$ cat config.mk
export PLATFORM = sky130hd
export DESIGN_NAME = booth_mul_arbiter
export DESIGN_NICKNAME = d
export VERILOG_FILES = /design/src/rtl/booth_mul_arbiter.sv
export SDC_FILE = /design/constraint.sdc
export NUM_CORES = 1
export LEC_CHECK = 0
export ABC_AREA = 1
export CAP_MARGIN = 10
export CORE_MARGIN = 4
export CORE_UTILIZATION = 40
export CTS_CLUSTER_SIZE = 8
export DETAILED_ROUTE_END_ITERATION = 12
export PLACE_DENSITY_LB_ADDON = 0.05
export SLEW_MARGIN = 30
export SYNTH_ARGS = -nofsm -noshare
export SYNTH_HDL_FRONTEND = slang
export SYNTH_SLANG_ARGS = --single-unit
$ cat constraint.sdc
create_clock -name clk -period 4.3 [get_ports clk]
set_clock_uncertainty 0.1 [all_clocks]
set_input_delay 0.43 -clock clk [delete_from_list [all_inputs] [get_ports clk]]
set_output_delay 0.43 -clock clk [all_outputs]
set_load 0.005 [all_outputs]
$ cat src/rtl/booth_mul_arbiter.sv
// Sequential radix-2 Booth multiplier shared by two requesters through a round-robin arbiter.
// One add/subtract-and-shift step per clock; the product is returned tagged with the requester ID.
module booth_mul_arbiter #(
    parameter int unsigned WIDTH = 4
) (
    input  logic                 clk,
    input  logic                 rst,
    input  logic                 req0_valid,
    output logic                 req0_ready,
    input  logic [WIDTH-1:0]     req0_m,
    input  logic [WIDTH-1:0]     req0_q,
    input  logic                 req1_valid,
    output logic                 req1_ready,
    input  logic [WIDTH-1:0]     req1_m,
    input  logic [WIDTH-1:0]     req1_q,
    output logic                 rsp_valid,
    input  logic                 rsp_ready,
    output logic                 rsp_id,
    output logic [2*WIDTH-1:0]   rsp_mul,
    output logic                 busy
);

    localparam int unsigned CntW = $clog2(WIDTH + 1);

    typedef enum logic [1:0] {StIdle, StIter, StDone} state_e;

    state_e               state_q, state_d;
    logic                 last_q, last_d;
    logic                 id_q, id_d;
    logic [WIDTH-1:0]     m_q, m_d;
    logic [WIDTH:0]       a_q, a_d;
    logic [WIDTH-1:0]     qr_q, qr_d;
    logic                 q1_q, q1_d;
    logic [CntW-1:0]      cnt_q, cnt_d;
    logic [2*WIDTH-1:0]   mul_q, mul_d;

    logic                 gnt0, gnt1;
    logic [WIDTH:0]       m_ext, sum;

    // On a tie the requester not granted last wins.
    always_comb begin
        gnt1       = req1_valid && (!req0_valid || !last_q);
        gnt0       = req0_valid && !gnt1;
        req0_ready = (state_q == StIdle) && !rst && gnt0;
        req1_ready = (state_q == StIdle) && !rst && gnt1;
    end

    // A is one bit wider than m so that m = -2^(WIDTH-1) cannot overflow mid-step.
    always_comb begin
        m_ext = {m_q[WIDTH-1], m_q};
        case ({qr_q[0], q1_q})
            2'b01:   sum = a_q + m_ext;
            2'b10:   sum = a_q - m_ext;
            default: sum = a_q;
        endcase
    end

    always_comb begin
        state_d = state_q;
        last_d  = last_q;
        id_d    = id_q;
        m_d     = m_q;
        a_d     = a_q;
        qr_d    = qr_q;
        q1_d    = q1_q;
        cnt_d   = cnt_q;
        mul_d   = mul_q;
        case (state_q)
            StIdle: begin
                if (req0_ready || req1_ready) begin
                    id_d    = gnt1;
                    last_d  = gnt1;
                    m_d     = gnt1 ? req1_m : req0_m;
                    qr_d    = gnt1 ? req1_q : req0_q;
                    a_d     = '0;
                    q1_d    = 1'b0;
                    cnt_d   = '0;
                    state_d = StIter;
                end
            end
            StIter: begin
                a_d   = {sum[WIDTH], sum[WIDTH:1]};
                qr_d  = {sum[0], qr_q[WIDTH-1:1]};
                q1_d  = qr_q[0];
                cnt_d = cnt_q + 1'b1;
                if (cnt_q == CntW'(WIDTH - 1)) begin
                    // Low 2*WIDTH bits of the shifted {A, Q}.
                    mul_d   = {sum, qr_q[WIDTH-1:1]};
                    state_d = StDone;
                end
            end
            StDone: begin
                if (rsp_ready) begin
                    state_d = StIdle;
                end
            end
            default: state_d = StIdle;
        endcase
    end

    always_ff @(posedge clk) begin
        if (rst) begin
            state_q <= StIdle;
            last_q  <= 1'b1;
            id_q    <= 1'b0;
            m_q     <= '0;
            a_q     <= '0;
            qr_q    <= '0;
            q1_q    <= 1'b0;
            cnt_q   <= '0;
            mul_q   <= '0;
        end else begin
            state_q <= state_d;
            last_q  <= last_d;
            id_q    <= id_d;
            m_q     <= m_d;
            a_q     <= a_d;
            qr_q    <= qr_d;
            q1_q    <= q1_d;
            cnt_q   <= cnt_d;
            mul_q   <= mul_d;
        end
    end

    assign rsp_valid = (state_q == StDone);
    assign rsp_id    = id_q;
    assign rsp_mul   = mul_q;
    assign busy      = (state_q != StIdle);

endmodule

# == Word-level counts from Yosys, hierarchy flattened ==
# Cells that the tools add are included.
# totals
register_bits,29
latch_bits,0
ramBits,0
romBits,0
in_bits,21
output_inout_bits,13
mem_count,0
# classes
add_sub_neg,3
n_mul,0
div_mod_pow,0
order_cmp,0
eq_ne,8
shifts,0
mux,15
n_bitwise,0
reduce_logical,18
# ops
op,n
case mux 5 bit (2 select lines),2
2-to-1 mux 4 bit,3
case mux 4 bit (2 select lines),1
2-to-1 mux 2 bit,3
case mux 2 bit (3 select lines),1
case mux 3 bit (2 select lines),1
AND reduction 2 bit,3
adder 5 bit,1
logical AND 1 bit,5
2-to-1 mux 5 bit,1
subtractor 5 bit,1
equality test 2 x 1 -> 1 bit (second input constant),2
equality test 2 bit (second input constant),2
zero test 1 bit,4
inequality test 2 x 1 -> 1 bit (second input constant),2
nonzero test 2 bit,2
adder 3 x 1 -> 3 bit (second input constant),1
equality test 3 x 2 -> 1 bit (second input constant),1
2-to-1 mux 3 bit,1
AND reduction 3 bit,1
zero test 2 bit,1
logical OR 1 bit,2
inequality test 2 bit (second input constant),1
case mux 1 bit (2 select lines),1
2-to-1 mux 1 bit,1

# == Depth between registers and ports, before layout ==
# Gate-level depths: netlist (run 1).
# depth
ltp_word,9
mapped_depth,15

# == Least setup slack after synthesis (run 1) ==
# No wires, ideal clock.
# synth_path
path_type,register -> register
start,register q1_q
end,register mul_q[7] (netlist: rsp_mul[7])
setup_time_ps,115
t_arrival_ps,1823
slack_ps,2262
stages_incl_launch_ff,15
path_buffers,0
cell_sequence,dfxtp_1 inv_1 ha_1 a31oi_1 xor2_1 inv_1 ha_1 nand2_1 nand2_1 nor2_1 nand2_1 nand4_1 nand2_1 o21ai_0 inv_1
# synth_via
elab_chain_len,2
word_cells_on_any_way,3
# synth_lines
item,line,rtl
from (decl),33,"logic q1_q, q1_d;"
from (signal assigned),119,q1_q <= q1_d;
equality test 2 bit / equality test 2 x 1 -> 1 bit (equally long branches),51,"case ({qr_q[0], q1_q})"
case mux 5 bit (2 select lines) *,51,
to (signal assigned),121,mul_q <= mul_d;
to (decl),35,"logic [2*WIDTH-1:0] mul_q, mul_d;"
# Mark *: on every way between the ends. The rest lies on a longest branch, timed or not.
# A chain may end at the register's enable or synchronous reset.

# == Final worst setup path (run 1) ==
# layout_path
start,input rst
end,output req0_ready
# layout_via
elab_chain_len,3
# layout_lines
item,line,rtl
from (decl),7,"input logic rst,"
zero test 1 bit,44,req0_ready = (state_q == StIdle) && !rst && gnt0;
logical AND 1 bit (2 in a row),44,
to (decl),9,"output logic req0_ready,"
# Every way passes these cells.

==> results by group, run 1 <==
Power and ir drop
  – Total power consumption of the routed design: between 500 and 600 µW
  – Leakage power figure: ~0.85 nW
  – VDD IR max: 0.280 mV
  – Power density over the cells: just under 300 nW/µm²

Floorplanning
  – Total number of placement rows: 22
  – Vert. Die Dim: approximately 70 µm
  – I/O pin count: 34
  – Die ar.: 4920 µm²
  – Core ar.: roughly 3700 µm²
  – Starting Density: 0.419
  – Width of the die: around 70 µm

Timing
  – Pins Over Slew Limit: 0
  – Setup TNS Final: 0 ns
  – Worst Max-Slew Pin Slew: between 0.6 and 0.7 ns
  – Unrepaired setup endpoints after global routing: no
  – Hold WS: roughly 0.37 ns
  – Final hold violation count: 0
  – Post-route setup slack: about 1.7 ns
  – Total of endpoints with negative setup slack in the final report: 0
  – Final worst path period share: 0.596
  – Max_slew headroom: 0.559
  – Fin crit period: approximately 2.6 ns
  – Maximum achievable frequency: slightly below 400 MHz

Clock tree
  – Clock sink total: 28
  – Gates resized, CTS repair: 0
  – Clock tree from TritonCTS: done
  – Num CTS Buffers: 3
  – Max H-tree Level: 1
  – Skew-Pair Late Insertion Delay: roughly 0.27 ns
  – Cell at the root of the clock tree: sky130_fd_sc_hd__clkbuf_8
  – Number of buffers between clock root and the deepest sink: 2
  – Clock slew seen by the registers of the worst setup and hold paths: approximately 0.09 ns
  – Number of setup buffers added after CTS: 0
  – Post-cts hold buffer count: 0

Detailed routing
  – DRC violation count after routing: 0
  – Average detailed-routed wire length per instance: 10.8 µm
  – Total wire length after detailed routing: approximately 3300 µm
  – Remaining number of nets flagged by the antenna check after routing: 0
  – Total via count in the routed design: ~1400
  – Ratio of routed vias to standard cells: 4.67
  – Number of design-rule violations left by the first detailed-router iteration: 90
  – First-pass iteration count of the detailed router: 4

Setup path
  – Critical path required time: around 3.8 ns
  – Startpoint kind of the worst setup timing path: input port
  – Endpoint class of the critical path: primary output
  – Data arrival time of the critical path: just over 2 ns
  – Type of the worst setup path: input port to primary output
  – Reg2Reg Depth: 12
  – Crit Path Max Fanout: 23

Logic synthesis
  – Number of synthesized register bits: 28
  – Post-synthesis instance area: around 1500 µm²
  – Prevailing post-synth register cell: sky130_fd_sc_hd__dfxtp_1
  – Async SR Flop Fraction: 0
  – Most used standard cells in the synthesized netlist: sky130_fd_sc_hd__nand2_1, sky130_fd_sc_hd__inv_1, sky130_fd_sc_hd__dfxtp_1
  – Yosys cell types: 28
  – Number of warnings printed during yosys synthesis: 0
  – Top cell type by total area after synthesis: sky130_fd_sc_hd__dfxtp_1
  – Post-synthesis net count: approximately 250
  – Number of flops mapped to enable cells by yosys: 0
  – Sequential cell area fraction in the yosys report: 0.363
  – Library cell with the highest instance count after synthesis: sky130_fd_sc_hd__nand2_1
  – Synth Area per Inst: around 6.9 µm²
  – Yosys top cell area share: 0.363
  – Gate Count Post-Synth: between 200 and 250
  – Top cells by area in the synthesized netlist: sky130_fd_sc_hd__dfxtp_1, sky130_fd_sc_hd__nand2_1, sky130_fd_sc_hd__inv_1, sky130_fd_sc_hd__a21oi_1, sky130_fd_sc_hd__ha_1

Global route
  – Grt total ovfl: 0
  – Number of antenna violations at the first check in global routing: 0
  – Global-route wire length before repair: approximately 5700 µm
  – Total routing resource utilization after global routing: 0.138
  – Pin count of the biggest net entering global routing: 24
  – Via count of the first global-routing pass: approximately 1300

Cells and area
  – Post-synthesis to final-layout area growth: 26.3%
  – Nets@finish: approximately 290
  – Share of cells above drive strength 1: 0.0549
  – Antenna diode instance count: 0

Place
  – Worst setup slack before clock tree synthesis: between 1.5 and 2 ns
  – Sum of net half-perimeters after detailed placement: about 2600 µm
  – Last weighted congestion value of the routability-driven placer: 0.806
  – IO Port Bufs: 33

Run status
  – Run status: finished, final reports clean

Job
  – Max-capacitance violation count: 0

Worst hold path
  – Worst min-delay path class: flop to flop
  – Cell depth of the worst hold path: 2
## cell families after synthesis
logic type | after synthesis | share of synthesized area
flip-flops | 28 | 0.363
adder cells (fa/ha/maj) | 9 | 0.0778
AO/OA/AOI/OAI | 47 | 0.173
buffers and inverters | 40 | 0.106
AND/OR/NAND/NOR | 98 | 0.269
XOR/XNOR | 2 | 0.0113
## report_power, final
group	switching, mW	leakage, nW	internal, mW
logic	0.0895	0.603	0.0671
clock network	0.0766	0.0216	0.0628
registers	0.00892	0.228	0.271
total	0.175	0.853	0.401
## path summary, 6_finish.rpt
kind         slack, ns                    start                 endpoint
max reg2reg       2.08      m_q[0]$_SDFFE_PP0P_  rsp_mul[6]$_SDFFE_PP0P_
max               1.74                      rst               req0_ready
min reg2reg       0.37  rsp_mul[0]$_SDFFE_PP0P_  rsp_mul[0]$_SDFFE_PP0P_
min               0.37  rsp_mul[0]$_SDFFE_PP0P_  rsp_mul[0]$_SDFFE_PP0P_
## layer usage
metal,share of wire,up-vias,routed length (µm),GRT usage
met1,0.47,617,1540,0.177
met5,0,-,0,0
li1,-,779,-,-
met3,0.029,4,94,0.0302
met2,0.49,16,1600,0.239
met4,0.011,0,35,0.0213
## area by class of cell
cell class	instances	area [µm²]
Clock buffer	3	41.3
Tap cell	48	60.1
Multi-Input combinational cell	156	820
Timing Repair Buffer	34	338
Sequential cell	28	561
Inverter	34	131
Fill cell	388	1740
## registers in the layout, summed over array words and instances (netlist names)
signal	flops
rsp_id	1
m_q	4
q1_q	1
a_q	4
cnt_q	3
rsp_mul	8
qr_q	4
last_q	1
state_q	2
## worst max-delay path, cell delays in order
cell and delay [ns]:
sky130_fd_sc_hd__clkdlybuf4s50_1 0.40, sky130_fd_sc_hd__buf_4 0.22, sky130_fd_sc_hd__nor2_4 0.17, sky130_fd_sc_hd__nand2_1 0.15
sky130_fd_sc_hd__nor2_1 0.13, sky130_fd_sc_hd__clkdlybuf4s50_1 0.51
## metrics by stage
step / cell area [µm²] / std cells / util
floorplan: 1540 / 224 / -
global placement: 1910 / 300 / 0.518
detailed placement: 1910 / 300 / 0.518
CTS: 1950 / 303 / 0.529
global route: 1950 / 303 / 0.529
finish: 1950 / 303 / 0.529
## placed cells by master (no fill, tap or decap), types with 2 or more instances in the layout
cell and count:
sky130_fd_sc_hd__a22oi_1 3, sky130_fd_sc_hd__a21oi_1 21, sky130_fd_sc_hd__xor2_1 2, sky130_fd_sc_hd__nand2_1 68, sky130_fd_sc_hd__inv_1 31, sky130_fd_sc_hd__nand3_1 10, sky130_fd_sc_hd__nor2_1 12, sky130_fd_sc_hd__o21ai_0 13
sky130_fd_sc_hd__nand2_2 2, sky130_fd_sc_hd__dfxtp_1 28, sky130_fd_sc_hd__clkbuf_8 3, sky130_fd_sc_hd__clkdlybuf4s50_1 33, sky130_fd_sc_hd__ha_1 8, sky130_fd_sc_hd__a31oi_1 7
Power figures use the tool's default switching activity.
==> run 2: changes to the inputs <==
==> constraint.sdc (replaced) <==
create_clock -name clk -period 2.7 [get_ports clk]
set_clock_uncertainty 0.1 [all_clocks]
set_input_delay 0.27 -clock clk [delete_from_list [all_inputs] [get_ports clk]]
set_output_delay 0.27 -clock clk [all_outputs]
set_load 0.005 [all_outputs]
==> results by group, run 2 (synthesized netlist as in run 1, its figures left out) <==
Clock tree
  – Post-cts hold buffer count: 0 (unchanged)
  – Clock sink total: 28 (unchanged)
  – Clock slew seen by the registers of the worst setup and hold paths: 0.09 ns (about the same)
  – Number of setup buffers added after CTS: 0 (unchanged)
  – Skew-Pair Late Insertion Delay: 0.27 ns (about the same)
  – Clock tree from TritonCTS: done (unchanged)
  – Cell at the root of the clock tree: sky130_fd_sc_hd__clkbuf_8 (unchanged)
  – Gates resized, CTS repair: 0 (unchanged)
  – Max H-tree Level: 1 (unchanged)
  – Number of buffers between clock root and the deepest sink: 2 (unchanged)
  – Num CTS Buffers: 3 (unchanged)

Cells and area
  – Final instance area: 1960 µm² (was 1950 µm²)
  – Leading cell type in the layout, fill and taps excluded: sky130_fd_sc_hd__nand2_1 (unchanged)
  – Flip-flop count of the largest register, all copies and words added: 8 (unchanged)
  – Share of cells above drive strength 1: 0.0586 (was 0.0549)
  – Antenna diode instance count: 0 (unchanged)
  – Nets@finish: 288 (was 287)
  – Highest-count cells in the layout ignoring fill and taps: sky130_fd_sc_hd__nand2_1, sky130_fd_sc_hd__clkdlybuf4s50_1, sky130_fd_sc_hd__inv_1 (unchanged)
  – Post-synthesis to final-layout area growth: 26.8% (was 26.3%)

Detailed routing
  – Number of design-rule violations left by the first detailed-router iteration: 41 (was 90)
  – Ratio of routed vias to standard cells: 4.68 (was 4.67)
  – Total via count in the routed design: 1422 (was 1416)
  – Average detailed-routed wire length per instance: 10.8 µm (about the same)
  – Remaining number of nets flagged by the antenna check after routing: 0 (unchanged)
  – DRC violation count after routing: 0 (unchanged)
  – First-pass iteration count of the detailed router: 4 (unchanged)
  – Total wire length after detailed routing: 3290 µm (was 3270 µm)

Place
  – Sum of net half-perimeters after detailed placement: 2590 µm (was 2550 µm)
  – Last weighted congestion value of the routability-driven placer: 0.765 (was 0.806)
  – Post-detailed-placement cell area: 1920 µm² (was 1910 µm²)
  – IO Port Bufs: 33 (unchanged)

Global route
  – Grt total ovfl: 0 (unchanged)
  – Total routing resource utilization after global routing: 0.146 (was 0.138)
  – Via count of the first global-routing pass: 1377 (was 1334)
  – Global-route wire length before repair: 5900 µm (was 5720 µm)
  – Pin count of the biggest net entering global routing: 23 (was 24)
  – Number of antenna violations at the first check in global routing: 0 (unchanged)

Setup path
  – Crit Path Max Fanout: 3 (was 23)
  – Data arrival time of the critical path: 2.35 ns (was 2.03 ns)
  – Type of the worst setup path: flop to flop (was input port to primary output)
  – Critical R2R Launch: m_q[0]$_SDFFE_PP0P_ (unchanged)
  – Critical path required time: 2.77 ns (was 3.77 ns)
  – Reg2Reg Depth: 12 (unchanged)
  – Startpoint kind of the worst setup timing path: flop (was input port)
  – Endpoint class of the critical path: flop (was primary output)
  – Internal reg-to-reg setup slack: 0.43 ns (was 2.08 ns)
  – End of the worst register-to-register path: rsp_mul[6]$_SDFFE_PP0P_ (unchanged)

Timing
  – Total of endpoints with negative setup slack in the final report: 0 (unchanged)
  – Max_slew headroom: 0.750 (was 0.559)
  – Unrepaired setup endpoints after global routing: no (unchanged)
  – Pins Over Slew Limit: 0 (unchanged)
  – Setup TNS Final: 0 ns (unchanged)
  – Maximum achievable frequency: between 400 and 500 MHz
  – Worst Max-Slew Pin Slew: 0.371 ns (was 0.661 ns)
  – Hold WS: 0.365 ns (was 0.366 ns)
  – Final worst path period share: 0.841
  – Final hold violation count: 0 (unchanged)
  – Fin crit period: about 2.3 ns

Floorplanning
  – Starting Density: 0.419 (unchanged)
  – Die ar.: 4920 µm² (unchanged)
  – I/O pin count: 34 (unchanged)
  – Vert. Die Dim: 70.1 µm (unchanged)
  – Total number of placement rows: 22 (unchanged)
  – Width of the die: 70.1 µm (unchanged)
  – Core ar.: 3690 µm² (unchanged)

Worst hold path
  – Hold Crit Endpoint: rsp_mul[0]$_SDFFE_PP0P_ (unchanged)
  – Worst min-delay path class: flop to flop (unchanged)
  – Cell depth of the worst hold path: 2 (unchanged)
  – Hold path start: rsp_mul[0]$_SDFFE_PP0P_ (unchanged)

Power and ir drop
  – VDD IR max: 0.265 mV (was 0.280 mV)
  – Leakage power figure: 0.858 nW (was 0.853 nW)
  – Power density over the cells: 469 nW/µm² (was 295 nW/µm²)

Job
  – Max-capacitance violation count: 0 (unchanged)

Run status
  – Run status: finished, final reports clean (unchanged)
run 2: routing by layer:
layer / vias to the layer above / GRT usage / routed length [µm]
met5: - / 0 / 0
met4: 0 / 0.0511 / 38
met3: 4 / 0.0302 / 103
met2: 16 / 0.252 / 1580
met1: 616 / 0.180 / 1570
li1: 786 / - / -
run 2: critical path: stages, from the launching register on:
cell	delay, ns
sky130_fd_sc_hd__dfxtp_1	0.37
sky130_fd_sc_hd__inv_1	0.07
sky130_fd_sc_hd__ha_1	0.27
sky130_fd_sc_hd__inv_1	0.03
sky130_fd_sc_hd__o21ai_0	0.31
sky130_fd_sc_hd__inv_1	0.08
sky130_fd_sc_hd__ha_1	0.28
sky130_fd_sc_hd__nand3b_1	0.07
sky130_fd_sc_hd__nand2_1	0.08
sky130_fd_sc_hd__xor2_1	0.19
sky130_fd_sc_hd__o21ai_0	0.10
sky130_fd_sc_hd__o21ai_0	0.16
sky130_fd_sc_hd__inv_1	0.05
run 2: metrics by stage:
step                std cells  setup slack, ns  power (mW)  utilization
global route              304            0.146       0.985        0.531
global placement          301            0.403       0.709        0.520
CTS                       304            0.383       0.932        0.531
floorplan                 224            0.662       0.629            -
detailed placement        301            0.403       0.709        0.520
finish                    304            0.428       0.917        0.531
run 2: how the worst max path moves through the flow:
stage / start / endpoint / depth (start not counted)
6_report: m_q[0]$_SDFFE_PP0P_ / rsp_mul[6]$_SDFFE_PP0P_ / 12
5_1_grt: m_q[0]$_SDFFE_PP0P_ / rsp_mul[6]$_SDFFE_PP0P_ / 12
4_1_cts: m_q[0]$_SDFFE_PP0P_ / rsp_mul[6]$_SDFFE_PP0P_ / 12
3_5_place_dp: m_q[0]$_SDFFE_PP0P_ / rsp_mul[6]$_SDFFE_PP0P_ / 12
3_3_place_gp: m_q[0]$_SDFFE_PP0P_ / rsp_mul[6]$_SDFFE_PP0P_ / 12
2_1_floorplan: q1_q$_SDFFE_PP0P_ / rsp_mul[7]$_SDFFE_PP0P_ / 14
run 2: report_power, final:
part,switching [mW],total [mW],internal [mW]
Combinational,0.143,0.251,0.109
Clock,0.119,0.219,0.100
Sequential,0.0150,0.447,0.432
Total,0.277,0.917,0.640
run 2: cell type report:
cell class / instances / area [µm²]
inverters: 34 / 131
repair buffers: 35 / 345
flip-flops and latches: 28 / 561
clock buffers: 3 / 41.3
multi-input cells: 156 / 820
well taps: 48 / 60.1
fillers: 380 / 1730
==> run 3: changes to the inputs <==
==> constraint.sdc (replaced) <==
create_clock -name clk -period 2.2 [get_ports clk]
set_clock_uncertainty 0.1 [all_clocks]
set_input_delay 0.22 -clock clk [delete_from_list [all_inputs] [get_ports clk]]
set_output_delay 0.22 -clock clk [all_outputs]
set_load 0.005 [all_outputs]
==> results by group, run 3 (synthesized netlist as in run 1, its figures left out) <==
Detailed routing
  – Total wire length after detailed routing: 3400 µm (was 3290 µm)
  – Remaining number of nets flagged by the antenna check after routing: 0 (unchanged)
  – Average detailed-routed wire length per instance: 10.7 µm (was 10.8 µm)
  – DRC violation count after routing: 0 (unchanged)
  – Ratio of routed vias to standard cells: 4.70 (was 4.68)
  – First-pass iteration count of the detailed router: 4 (unchanged)
  – Number of design-rule violations left by the first detailed-router iteration: 71 (was 41)
  – Total via count in the routed design: 1491 (was 1422)

Cells and area
  – Leading cell type in the layout, fill and taps excluded: sky130_fd_sc_hd__nand2_1 (unchanged)
  – Nets@finish: 300 (was 288)
  – Antenna diode instance count: 0 (unchanged)
  – Fill cell instance count of the final layout: 365 (was 380)
  – Post-synthesis to final-layout area growth: 38.9% (was 26.8%)
  – Share of cells above drive strength 1: 0.149 (was 0.0586)
  – Flip-flop count of the largest register, all copies and words added: 8 (unchanged)
  – Highest-count cells in the layout ignoring fill and taps: sky130_fd_sc_hd__nand2_1, sky130_fd_sc_hd__clkdlybuf4s50_1, sky130_fd_sc_hd__inv_1 (unchanged)
  – Post-route core utilization: 0.581 (was 0.531)

Floorplanning
  – Die ar.: 4920 µm² (unchanged)
  – Vert. Die Dim: 70.1 µm (unchanged)
  – Core ar.: 3690 µm² (unchanged)
  – I/O pin count: 34 (unchanged)
  – Total number of placement rows: 22 (unchanged)
  – Starting Density: 0.419 (unchanged)
  – Width of the die: 70.1 µm (unchanged)

Power and ir drop
  – Leakage power figure: 0.933 nW (was 0.858 nW)
  – Switching power total: 379 µW (was 277 µW)
  – VDD IR max: 0.393 mV (was 0.265 mV)
  – Portion of total power attributed to sequential cells: 0.410 (was 0.487)
  – Part of the power in combinational logic: 0.286 (was 0.274)
  – Int Power: 959 µW (was 640 µW)
  – Clk network pwr share: 0.304 (was 0.239)
  – Power density over the cells: 624 nW/µm² (was 469 nW/µm²)
  – Sw Share: 0.283 (was 0.302)

Clock tree
  – Clock slew seen by the registers of the worst setup and hold paths: 0.09 ns (about the same)
  – Post-cts hold buffer count: 0 (unchanged)
  – Cell at the root of the clock tree: sky130_fd_sc_hd__clkbuf_8 (unchanged)
  – Max H-tree Level: 1 (unchanged)
  – Clock sink total: 28 (unchanged)
  – Num CTS Buffers: 3 (unchanged)
  – Number of buffers between clock root and the deepest sink: 2 (unchanged)
  – Clock tree from TritonCTS: done (unchanged)
  – Skew-Pair Late Insertion Delay: 0.27 ns (about the same)

Run status
  – Run status: finished, final reports clean (unchanged)

Place
  – Last weighted congestion value of the routability-driven placer: 0.770 (was 0.765)
  – IO Port Bufs: 33 (unchanged)
  – Sum of net half-perimeters after detailed placement: 2590 µm (about the same)

Timing
  – Max_slew headroom: 0.762 (was 0.750)
  – Unrepaired setup endpoints after global routing: yes (was no)
  – Final worst path period share: 0.940 (was 0.841)
  – Worst Max-Slew Pin Slew: 0.357 ns (was 0.371 ns)
  – Final hold violation count: 0 (unchanged)
  – Pins Over Slew Limit: 0 (unchanged)
  – Maximum achievable frequency: 484 MHz (was 440 MHz)
  – Total of endpoints with negative setup slack in the final report: 0 (unchanged)
  – Hold WS: 0.365 ns (about the same)
  – Fin crit period: 2.07 ns (was 2.27 ns)

Setup path
  – Crit Path Max Fanout: 3 (unchanged)
  – Critical R2R Launch: m_q[0]$_SDFFE_PP0P_ (unchanged)
  – Type of the worst setup path: flop to flop (unchanged)
  – End of the worst register-to-register path: a_q[3]$_SDFFE_PP0P_ (was rsp_mul[6]$_SDFFE_PP0P_)
  – Internal reg-to-reg setup slack: 0.13 ns (was 0.43 ns)
  – Data arrival time of the critical path: 2.18 ns (was 2.35 ns)
  – Reg2Reg Depth: 15 (was 12)
  – Critical path required time: 2.32 ns (was 2.77 ns)
  – Startpoint kind of the worst setup timing path: flop (unchanged)
  – Endpoint class of the critical path: flop (unchanged)

Worst hold path
  – Hold path start: rsp_mul[0]$_SDFFE_PP0P_ (unchanged)
  – Hold Crit Endpoint: rsp_mul[0]$_SDFFE_PP0P_ (unchanged)
  – Worst min-delay path class: flop to flop (unchanged)
  – Cell depth of the worst hold path: 2 (unchanged)

Global route
  – Global-route wire length before repair: 5730 µm (was 5900 µm)
  – Grt total ovfl: 0 (unchanged)
  – Number of antenna violations at the first check in global routing: 0 (unchanged)
  – Via count of the first global-routing pass: 1376 (was 1377)
  – Pin count of the biggest net entering global routing: 23 (unchanged)
  – Total routing resource utilization after global routing: 0.138 (was 0.146)

Job
  – Max-capacitance violation count: 0 (unchanged)
run 3: changes by cell type in the layout (fill, tap and decap cells not counted), sizes merged:
cell and change:
buf +12, bufinv +1
run 3: cell type report:
cell class / count / area [µm²] / share of cell area
clock inverters: 1 / 30.0 / 0.0140
flip-flops and latches: 28 / 564 / 0.263
inverters: 34 / 131 / 0.0613
multi-input cells: 156 / 882 / 0.411
repair buffers: 47 / 435 / 0.203
clock buffers: 3 / 41.3 / 0.0193
well taps: 48 / 60.1 / 0.0280
run 3: repair_timing:
item                       CTS  global route
cloned                       0             0
gates resized for setup      1            15
setup endpoints to repair    2             5
pin swaps                    0             8
setup buffers                0             4
run 3: per-stage QoR:
| step | instance area, µm² | setup TNS (ns) | power [mW] | setup WS [ns] | cells |
|---|---|---|---|---|---|
| 3_5_place_dp | 1980 | -0.0435 | 0.891 | -0.0435 | 309 |
| 2_1_floorplan | 1540 | 0 | 0.771 | 0.162 | 224 |
| 4_1_cts | 2050 | 0 | 1.30 | 0.00727 | 313 |
| 6_report | 2140 | 0 | 1.34 | 0.132 | 317 |
| 3_3_place_gp | 1980 | -0.0175 | 0.893 | -0.0175 | 309 |
| 5_1_grt | 2140 | -0.213 | 1.42 | -0.0649 | 317 |
run 3: routing by layer:
layer,wire length (µm),global-route usage,vias to the layer above
li1,-,-,811
met1,1610,0.174,652
met2,1660,0.247,24
met3,109,0.0259,4
met4,20,0.0255,0
met5,0,0,-
run 3: critical path, stage by stage, from the launching register on:
cell,delay [ns]
sky130_fd_sc_hd__dfxtp_2,0.34
sky130_fd_sc_hd__inv_1,0.05
sky130_fd_sc_hd__ha_1,0.28
sky130_fd_sc_hd__inv_1,0.05
sky130_fd_sc_hd__o21ai_0,0.06
sky130_fd_sc_hd__buf_4,0.14
sky130_fd_sc_hd__fa_2,0.34
sky130_fd_sc_hd__inv_2,0.07
sky130_fd_sc_hd__nand3_1,0.06
sky130_fd_sc_hd__nand3_1,0.06
sky130_fd_sc_hd__nand2_1,0.07
sky130_fd_sc_hd__nand3_1,0.09
sky130_fd_sc_hd__nand2_1,0.05
sky130_fd_sc_hd__nand2_1,0.08
sky130_fd_sc_hd__nand2_1,0.05
sky130_fd_sc_hd__a21oi_1,0.11
run 3: worst max-delay path by stage:
stage | from | to | slack (ns) | cells past startpoint
final | m_q[0]$_SDFFE_PP0P_ | a_q[3]$_SDFFE_PP0P_ | 0.13 | 15
after global routing | q1_q$_SDFFE_PP0P_ | rsp_mul[7]$_SDFFE_PP0P_ | -0.06 | 15
after CTS | q1_q$_SDFFE_PP0P_ | rsp_mul[7]$_SDFFE_PP0P_ | 0.007 | 15
after detailed placement | q1_q$_SDFFE_PP0P_ | rsp_mul[7]$_SDFFE_PP0P_ | -0.04 | 15
after global placement | q1_q$_SDFFE_PP0P_ | rsp_mul[7]$_SDFFE_PP0P_ | -0.02 | 15
after floorplan | q1_q$_SDFFE_PP0P_ | rsp_mul[7]$_SDFFE_PP0P_ | 0.16 | 14
run 3: power groups by stage:
stage / Combinational, mW / Clock [mW] / Sequential, mW
6_report: 0.383 / 0.406 / 0.549
4_1_cts: 0.336 / 0.419 / 0.547
5_1_grt: 0.431 / 0.438 / 0.552
3_5_place_dp: 0.333 / 0 / 0.558
2_1_floorplan: 0.217 / 0 / 0.555
3_3_place_gp: 0.335 / 0 / 0.558
